### src/rtl/ex_mem_pkg.sv
// Shared widths, constants and mode decoding for the EX/MEM pipeline register.
// Imported by ex_mem; the optional flush feature is selected with EX_MEM_FLUSH_EN.
package ex_mem_pkg;

  localparam int REG_BUS_W      = 32;
  localparam int REG_ADDR_BUS_W = 5;
  localparam int DREG_BUS_W     = 64;
  localparam int CNT_BUS_W      = 2;
  localparam int STALL_W        = 6;
  localparam int EX_STALL_BIT   = 3;
  localparam int MEM_STALL_BIT  = 4;

  localparam logic [REG_BUS_W-1:0]      ZERO_WORD     = 32'h0000_0000;
  localparam logic [DREG_BUS_W-1:0]     ZERO_DWORD    = 64'h0000_0000_0000_0000;
  localparam logic [REG_ADDR_BUS_W-1:0] NOP_REG_ADDR  = 5'b00000;
  localparam logic [CNT_BUS_W-1:0]      CNT_IDLE      = 2'b00;
  localparam logic                      RST_ENABLE    = 1'b1;
  localparam logic                      STOP          = 1'b1;
  localparam logic                      NO_STOP       = 1'b0;
  localparam logic                      WRITE_DISABLE = 1'b0;

  typedef enum logic [1:0] {
    MODE_NORMAL = 2'b00,
    MODE_BUBBLE = 2'b01,
    MODE_HOLD   = 2'b10,
    MODE_FLUSH  = 2'b11
  } mode_e;

  // EX running while MEM is stalled cannot legally happen; it is treated as normal.
  function automatic mode_e decode_mode(input logic ex_stop, input logic mem_stop,
                                        input logic flush_req);
    mode_e m;
    if (flush_req == 1'b1) begin
      m = MODE_FLUSH;
    end else if (ex_stop == NO_STOP) begin
      m = MODE_NORMAL;
    end else if (mem_stop == NO_STOP) begin
      m = MODE_BUBBLE;
    end else begin
      m = MODE_HOLD;
    end
    return m;
  endfunction

endpackage

### src/rtl/ex_mem.sv
// EX/MEM pipeline register with multiply-accumulate feedback (hilo_o/cnt_o).
// Define EX_MEM_FLUSH_EN to add the flush port and its zeroing behaviour.
module ex_mem
  import ex_mem_pkg::*;
(
  input  logic                      clk,
  input  logic                      rst,
  input  logic [STALL_W-1:0]        stall,
`ifdef EX_MEM_FLUSH_EN
  input  logic                      flush,
`endif
  input  logic [REG_ADDR_BUS_W-1:0] ex_wd,
  input  logic                      ex_wreg,
  input  logic [REG_BUS_W-1:0]      ex_wdata,
  input  logic [DREG_BUS_W-1:0]     ex_hilo_temp,
  input  logic [CNT_BUS_W-1:0]      ex_cnt,
  output logic [REG_ADDR_BUS_W-1:0] mem_wd,
  output logic                      mem_wreg,
  output logic [REG_BUS_W-1:0]      mem_wdata,
  output logic [DREG_BUS_W-1:0]     hilo_o,
  output logic [CNT_BUS_W-1:0]      cnt_o
);

  logic [REG_ADDR_BUS_W-1:0] mem_wd_q,    mem_wd_d;
  logic                      mem_wreg_q,  mem_wreg_d;
  logic [REG_BUS_W-1:0]      mem_wdata_q, mem_wdata_d;
  logic [DREG_BUS_W-1:0]     hilo_q,      hilo_d;
  logic [CNT_BUS_W-1:0]      cnt_q,       cnt_d;
  logic                      flush_s;
  mode_e                     mode_s;
  logic                      unused_stall_bits;

`ifdef EX_MEM_FLUSH_EN
  assign flush_s = flush;
`else
  assign flush_s = 1'b0;
`endif

  // Only the EX and MEM stall bits matter to this stage.
  assign unused_stall_bits = ^{stall[5], stall[2:0]};
  assign mode_s = decode_mode(stall[EX_STALL_BIT], stall[MEM_STALL_BIT], flush_s);

  // Next-state selection per pipeline mode; accumulation state lives in cnt_q.
  always_comb begin
    mem_wd_d    = mem_wd_q;
    mem_wreg_d  = mem_wreg_q;
    mem_wdata_d = mem_wdata_q;
    hilo_d      = hilo_q;
    cnt_d       = cnt_q;
    case (mode_s)
      MODE_FLUSH: begin
        mem_wd_d    = NOP_REG_ADDR;
        mem_wreg_d  = WRITE_DISABLE;
        mem_wdata_d = ZERO_WORD;
        hilo_d      = ZERO_DWORD;
        cnt_d       = CNT_IDLE;
      end
      MODE_BUBBLE: begin
        mem_wd_d    = NOP_REG_ADDR;
        mem_wreg_d  = WRITE_DISABLE;
        mem_wdata_d = ZERO_WORD;
        hilo_d      = ex_hilo_temp;
        cnt_d       = ex_cnt;
      end
      MODE_NORMAL: begin
        mem_wd_d    = ex_wd;
        mem_wreg_d  = ex_wreg;
        mem_wdata_d = ex_wdata;
        hilo_d      = ZERO_DWORD;
        cnt_d       = CNT_IDLE;
      end
      MODE_HOLD: begin
        mem_wd_d    = mem_wd_q;
        mem_wreg_d  = mem_wreg_q;
        mem_wdata_d = mem_wdata_q;
        hilo_d      = hilo_q;
        cnt_d       = cnt_q;
      end
      default: begin
        mem_wd_d    = mem_wd_q;
        mem_wreg_d  = mem_wreg_q;
        mem_wdata_d = mem_wdata_q;
        hilo_d      = hilo_q;
        cnt_d       = cnt_q;
      end
    endcase
  end

  // State register; reset wins over every other mode.
  always_ff @(posedge clk) begin
    if (rst == RST_ENABLE) begin
      mem_wd_q    <= NOP_REG_ADDR;
      mem_wreg_q  <= WRITE_DISABLE;
      mem_wdata_q <= ZERO_WORD;
      hilo_q      <= ZERO_DWORD;
      cnt_q       <= CNT_IDLE;
    end else begin
      mem_wd_q    <= mem_wd_d;
      mem_wreg_q  <= mem_wreg_d;
      mem_wdata_q <= mem_wdata_d;
      hilo_q      <= hilo_d;
      cnt_q       <= cnt_d;
    end
  end

  assign mem_wd    = mem_wd_q;
  assign mem_wreg  = mem_wreg_q;
  assign mem_wdata = mem_wdata_q;
  assign hilo_o    = hilo_q;
  assign cnt_o     = cnt_q;

endmodule

### config.mk
export PLATFORM = sky130hd
export DESIGN_NAME = ex_mem
export DESIGN_NICKNAME = d
export VERILOG_FILES = /design/src/rtl/ex_mem_pkg.sv /design/src/rtl/ex_mem.sv
export SDC_FILE = /design/constraint.sdc
export NUM_CORES = 1
export LEC_CHECK = 0
export ABC_CLOCK_PERIOD_IN_PS = 1110
export CAP_MARGIN = 30
export CORE_UTILIZATION = 34
export DETAILED_ROUTE_END_ITERATION = 16
export PLACE_DENSITY = 0.81
export SYNTH_ARGS = -nofsm -noshare
export SYNTH_HDL_FRONTEND = slang
export SYNTH_SLANG_ARGS = --single-unit
### constraint.sdc
create_clock -name clk -period 1.11 [get_ports clk]
set_input_delay 0.1665 -clock clk [delete_from_list [all_inputs] [get_ports clk]]
set_output_delay 0.1665 -clock clk [all_outputs]
set_load 0.02 [all_outputs]
Yosys cells after proc, flatten, opt, wreduce, memory -nomap -nowiden
Index checks and enable logic that the tools add are counted.
- bits of input ports: 112
- output and inout bits: 104
- word-level logic and storage cells: 18
- register bits: 104
- multiplexer cells: 7
- equal/unequal tests: 3
- reduce and logical (&&, ||, !) cells: 3
- operators by type and width (kind ; count):
    case mux 64 bit (2 select lines) ; 1
    case mux 32 bit (2 select lines) ; 1
    case mux 5 bit (2 select lines) ; 1
    equality test 2 bit, second input constant ; 2
    two-way mux 2 bit ; 2
    case mux 2 bit (2 select lines) ; 1
    OR reduction 2 bit ; 2
    equality test 2 x 1 -> 1 bit, second input constant ; 1
    zero test 2 bit ; 1
    case mux 1 bit (2 select lines) ; 1

Longest topological paths before layout
- depth in word-level cells: 5
- depth in mapped cells: 7
- gate-level depth less buffers: 5

Worst setup path after synthesis
Ideal clock, no wire load.
- path kind: in2reg
- start: in stall[3]
- end: reg cnt_q[1] (netlist: cnt_o[1])
- cell stages on the path: 6
- required time: 0.978 ns
- setup time: 0.132 ns
- setup slack: -0.046 ns
- buffers on the path: 2
- arrival time: 1.024 ns
- path through: buf_2 > clkbuf_1 > nand2b_1 > ha_1 > nand3_1 > a21oi_1
- longest elaborated chain between the ends: 4
- elaborated cells between the ends (all ways): 7
- those cells by class: eq/ne: 3; mux: 2; reduce/logical: 2
- RTL lines (what ; RTL line ; text):
    start: declaration ; ex_mem.sv:8 ; input logic [STALL_W-1:0] stall,
    two-way mux 2 bit * ; ex_mem_pkg.sv:35 ; end else if (ex_stop == NO_STOP) begin
    equality test 2 bit / zero test 2 bit (equally long branches) ; ex_mem.sv:50 ; case (mode_s)
    OR reduction 2 bit (no line) ; - ;
    case mux 2 bit (2 select lines) ; ex_mem.sv:50 ;
    end signal: assignment ; ex_mem.sv:102 ; cnt_q <= cnt_d;
    end: declaration ; ex_mem.sv:28 ; logic [CNT_BUS_W-1:0] cnt_q, cnt_d;
Every way passes the cells marked *; elsewhere a longest branch is shown, timed or not.
A chain may end at the register's enable or synchronous reset.

Worst setup path after layout
- start: reg hilo_q[1] (netlist: hilo_o[1])
- end: out hilo_o[1]
- RTL lines (what ; RTL line ; text):
    start: declaration ; ex_mem.sv:27 ; logic [DREG_BUS_W-1:0] hilo_q, hilo_d;
    start signal: assignment ; ex_mem.sv:101 ; hilo_q <= hilo_d;
    end: declaration ; ex_mem.sv:20 ; output logic [DREG_BUS_W-1:0] hilo_o,
No word-level cell between the ends.

==> reports/qor.csv <==
stage;metric;value;unit
power_and_ir_drop;sequential power share;52.0;%
sta;Final Hold Viols;0;
final_layout;Syn-to-layout area delta;51.54;%
die;Std-Cell Rows;38;
logic_synthesis;post-synthesis register bit count;104;
drt;DRC;0;
worst_setup_path;Worst Setup SP;hilo_o[1];
place;Port Buffers;211;
drt;DRT Wirelength;10.30;mm
logic_synthesis;Mean Syn Cell Area;9.829;sq um
worst_setup_path;crit path max fanout;2;
final_layout;Final Util;53.08;%
logic_synthesis;most common cell in the netlist;dfxtp_1;
clock_tree;TritonCTS clock tree;yes;
place;Final GP Congestion;0.7232;
flow_run;max_cap viols;0;
place;HPWL after DPL;7.740;mm
die;CORE AREA;0.01089;sq mm
worst_setup_path;Req. time, crit path;0.94;ns
final_layout;diodes inserted;0;
clock_tree;Bufs on Longest Clock Path;2;
sta;Setup Viol. Count Final;0;
logic_synthesis;Synth area leaders;dfxtp_1, mux2i_1, nor2_1;
clock_tree;Num CTS Buffers;9;
logic_synthesis;Yosys warning total;0;
die;Die Area;0.01164;sq mm
logic_synthesis;Net Count, Synth;501;
drt;DR WL/cell;13.99;microns
grt;vias in the first global route;3396;
grt;first-pass GRT wire length;15.92;mm
min_path;Hold Crit Class;input pin to register;
clock_tree;Worst-path clk slew;0.11;ns
final_layout;non-filler cells, final;736;
place;Place WS;-0.1888;ns
worst_setup_path;CP startpoint kind;register;
clock_tree;Post-CTS Setup Bufs;0;
logic_synthesis;Synth async-reset ratio;0;%
grt;GRT Resource Usage Total;17.44;%
worst_setup_path;WP buf/inv;1;
grt;largest net degree at the start of global routing;41;
min_path;hold path start;stall[3];
worst_setup_path;crit-path max cell delay;0.36;ns
power_and_ir_drop;Psw;1.983;mW
drt;Avg Vias per Cell;4.679;
place;area post-placement;0.006088;sq mm
final_layout;layout cells sized above 1;22.99;%
sta;Slew headroom;72.47;%
place;Inst Count DP;720;
clock_tree;htree depth;3;
clock_tree;root cell of the clock tree;clkbuf_8;
worst_setup_path;CP max-delay cell;dfxtp_1;
logic_synthesis;Yosys top cell by area;dfxtp_1;
logic_synthesis;Synth top cells by count;dfxtp_1, mux2i_1, nor2_1, a21oi_1, nand3_1;
sta;hold slack final;0.2867;ns
final_layout;fin area;0.005779;sq mm
power_and_ir_drop;clock network power share;31.6;%
worst_setup_path;Crit path max-delay family;flip-flops;
logic_synthesis;number of distinct library cells after synthesis;15;
sta;fin worst setup slack;0.05799;ns
worst_setup_path;FF-to-FF Start;hilo_o[5];
drt;starting DRC count in detailed routing;155;
die;Starting Density;35.03;%
final_layout;Nets;704;
sta;min Tclk post-route;1.052;ns
logic_synthesis;Yosys top cell area share;54.59;%
power_and_ir_drop;switch share;26.12;%
sta;RSZ-0062 raised after global routing;false;
final_layout;# fillers;1021;
power_and_ir_drop;overall power;7.590;mW
logic_synthesis;part of the Yosys area used for sequential elements;54.59;%
grt;initial antenna violation count;0;
sta;Worst Clk Skew;0;ns
sta;max-slew violation count;0;
power_and_ir_drop;PD cells;1313;mW/mm^2
sta;post-route setup TNS;0;ns
logic_synthesis;Synth Flop Type;dfxtp_1;
run_status;outcome;completed;
logic_synthesis;cell area after synthesis;0.003814;sq mm
die;chip width;107.9;microns
grt;Congestion Overflow GR;0;
worst_setup_path;CP endpoint kind;primary output;
power_and_ir_drop;leak pwr;2.649;nW
worst_setup_path;CP Cell Sequence;buf_2;
drt;post-route ant nets;0;
power_and_ir_drop;Int Pwr;5.607;mW
die;Ports;216;
clock_tree;Clk Latency, worst-skew pair;0.35;ns
logic_synthesis;Post-Syn Instances;388;
power_and_ir_drop;worst vdd ir;0.0007192;V
sta;Final period util;94.78;%
logic_synthesis;number of flops mapped to enable cells by yosys;0;
worst_setup_path;CP arrival;0.89;ns
worst_setup_path;Worst Setup Path Type;register to primary output;
die;die height;107.9;microns
sta;Fmax;950.6;MHz
power_and_ir_drop;Comb pwr share;16.5;%
drt;vias post-DR;3444;
clock_tree;Clock Sinks;104;
drt;drt pass-1 iters;6;
sta;Slew @ Worst Pin;0.4130;ns
area by class of cell:
cell class	count	area, sq um	area share, %
Clock buffer	9	123.9	2.143
Clock inverter	7	77.57	1.342
Inverter	1	8.758	0.1515
Multi-Input combinational cell	252	1553	26.87
Sequential cell	104	2082	36.03
Tap cell	140	175.2	3.031
Timing Repair Buffer	223	1759	30.44
final timing paths:
kind / depth (start not counted) / end / slack (ns)
worst max-delay path: 1 / hilo_o[1] / 0.06
worst min-delay path: 4 / mem_wdata[3] / 0.29
worst max register to register: 3 / hilo_o[5] / 0.41
worst min register to register: 2 / mem_wd[4] / 0.46
cells by family after synthesis:
group           after synthesis  share of synthesized area, %
flops                       104                         54.59
buf+inv                      32                         4.823
mux                          64                         16.80
fa+ha+maj                     1                        0.3280
compound gates               40                         5.249
simple gates                147                         18.21
sequential cells by signal, summed over array words and instances (netlist names):
name and count:
mem_wd 5, mem_wreg 1, mem_wdata 32, cnt_o 2, hilo_o 64
placed cells by master (no fill, tap or decap):
| cell | n |
|---|---|
| and2_4 | 1 |
| dfxtp_1 | 104 |
| clkinv_2 | 1 |
| nand2b_1 | 35 |
| ha_1 | 1 |
| clkinv_4 | 2 |
| nor2_1 | 64 |
| inv_6 | 3 |
| nand2b_2 | 1 |
| nand3_1 | 40 |
| clkbuf_8 | 9 |
| a21oi_1 | 40 |
| clkdlybuf4s50_1 | 105 |
| clkinvlp_4 | 1 |
| bufinv_16 | 1 |
| buf_12 | 6 |
| buf_4 | 11 |
| buf_2 | 101 |
| mux2i_1 | 64 |
| nand2_1 | 6 |
per-layer routing:
metal | GRT usage, % | share of wire [%] | routed length [microns] | vias to the layer above
met5 | 0 | 0 | 0 | -
met2 | 32.55 | 52 | 5372 | 136
met4 | 6.751 | 1.7 | 172 | 0
met3 | 4.722 | 7.7 | 794 | 16
li1 | - | - | - | 1695
met1 | 18.50 | 38 | 3959 | 1597
power by group through the flow:
stage / sequential [mW] / combinational, mW / clock [mW]
after CTS: 3.95 / 1.26 / 2.52
after detailed placement: 4.04 / 1.39 / 0
final: 3.95 / 1.25 / 2.40
after global routing: 3.97 / 1.35 / 2.66
after floorplan: 4.21 / 0.440 / 0
after global placement: 4.03 / 1.36 / 0
what timing repair did:
| action | 4_1_cts | 5_1_grt |
|---|---|---|
| endpoints found under the setup margin | 104 | 4 |
| resized for setup | 416 | 4 |
| gates cloned | 0 | 0 |
| hold endpoints to repair | 0 | 0 |
| hold buffers | 0 | 0 |
| pin swaps | 0 | 0 |
Note: power is estimated with default switching activity, not from simulation.
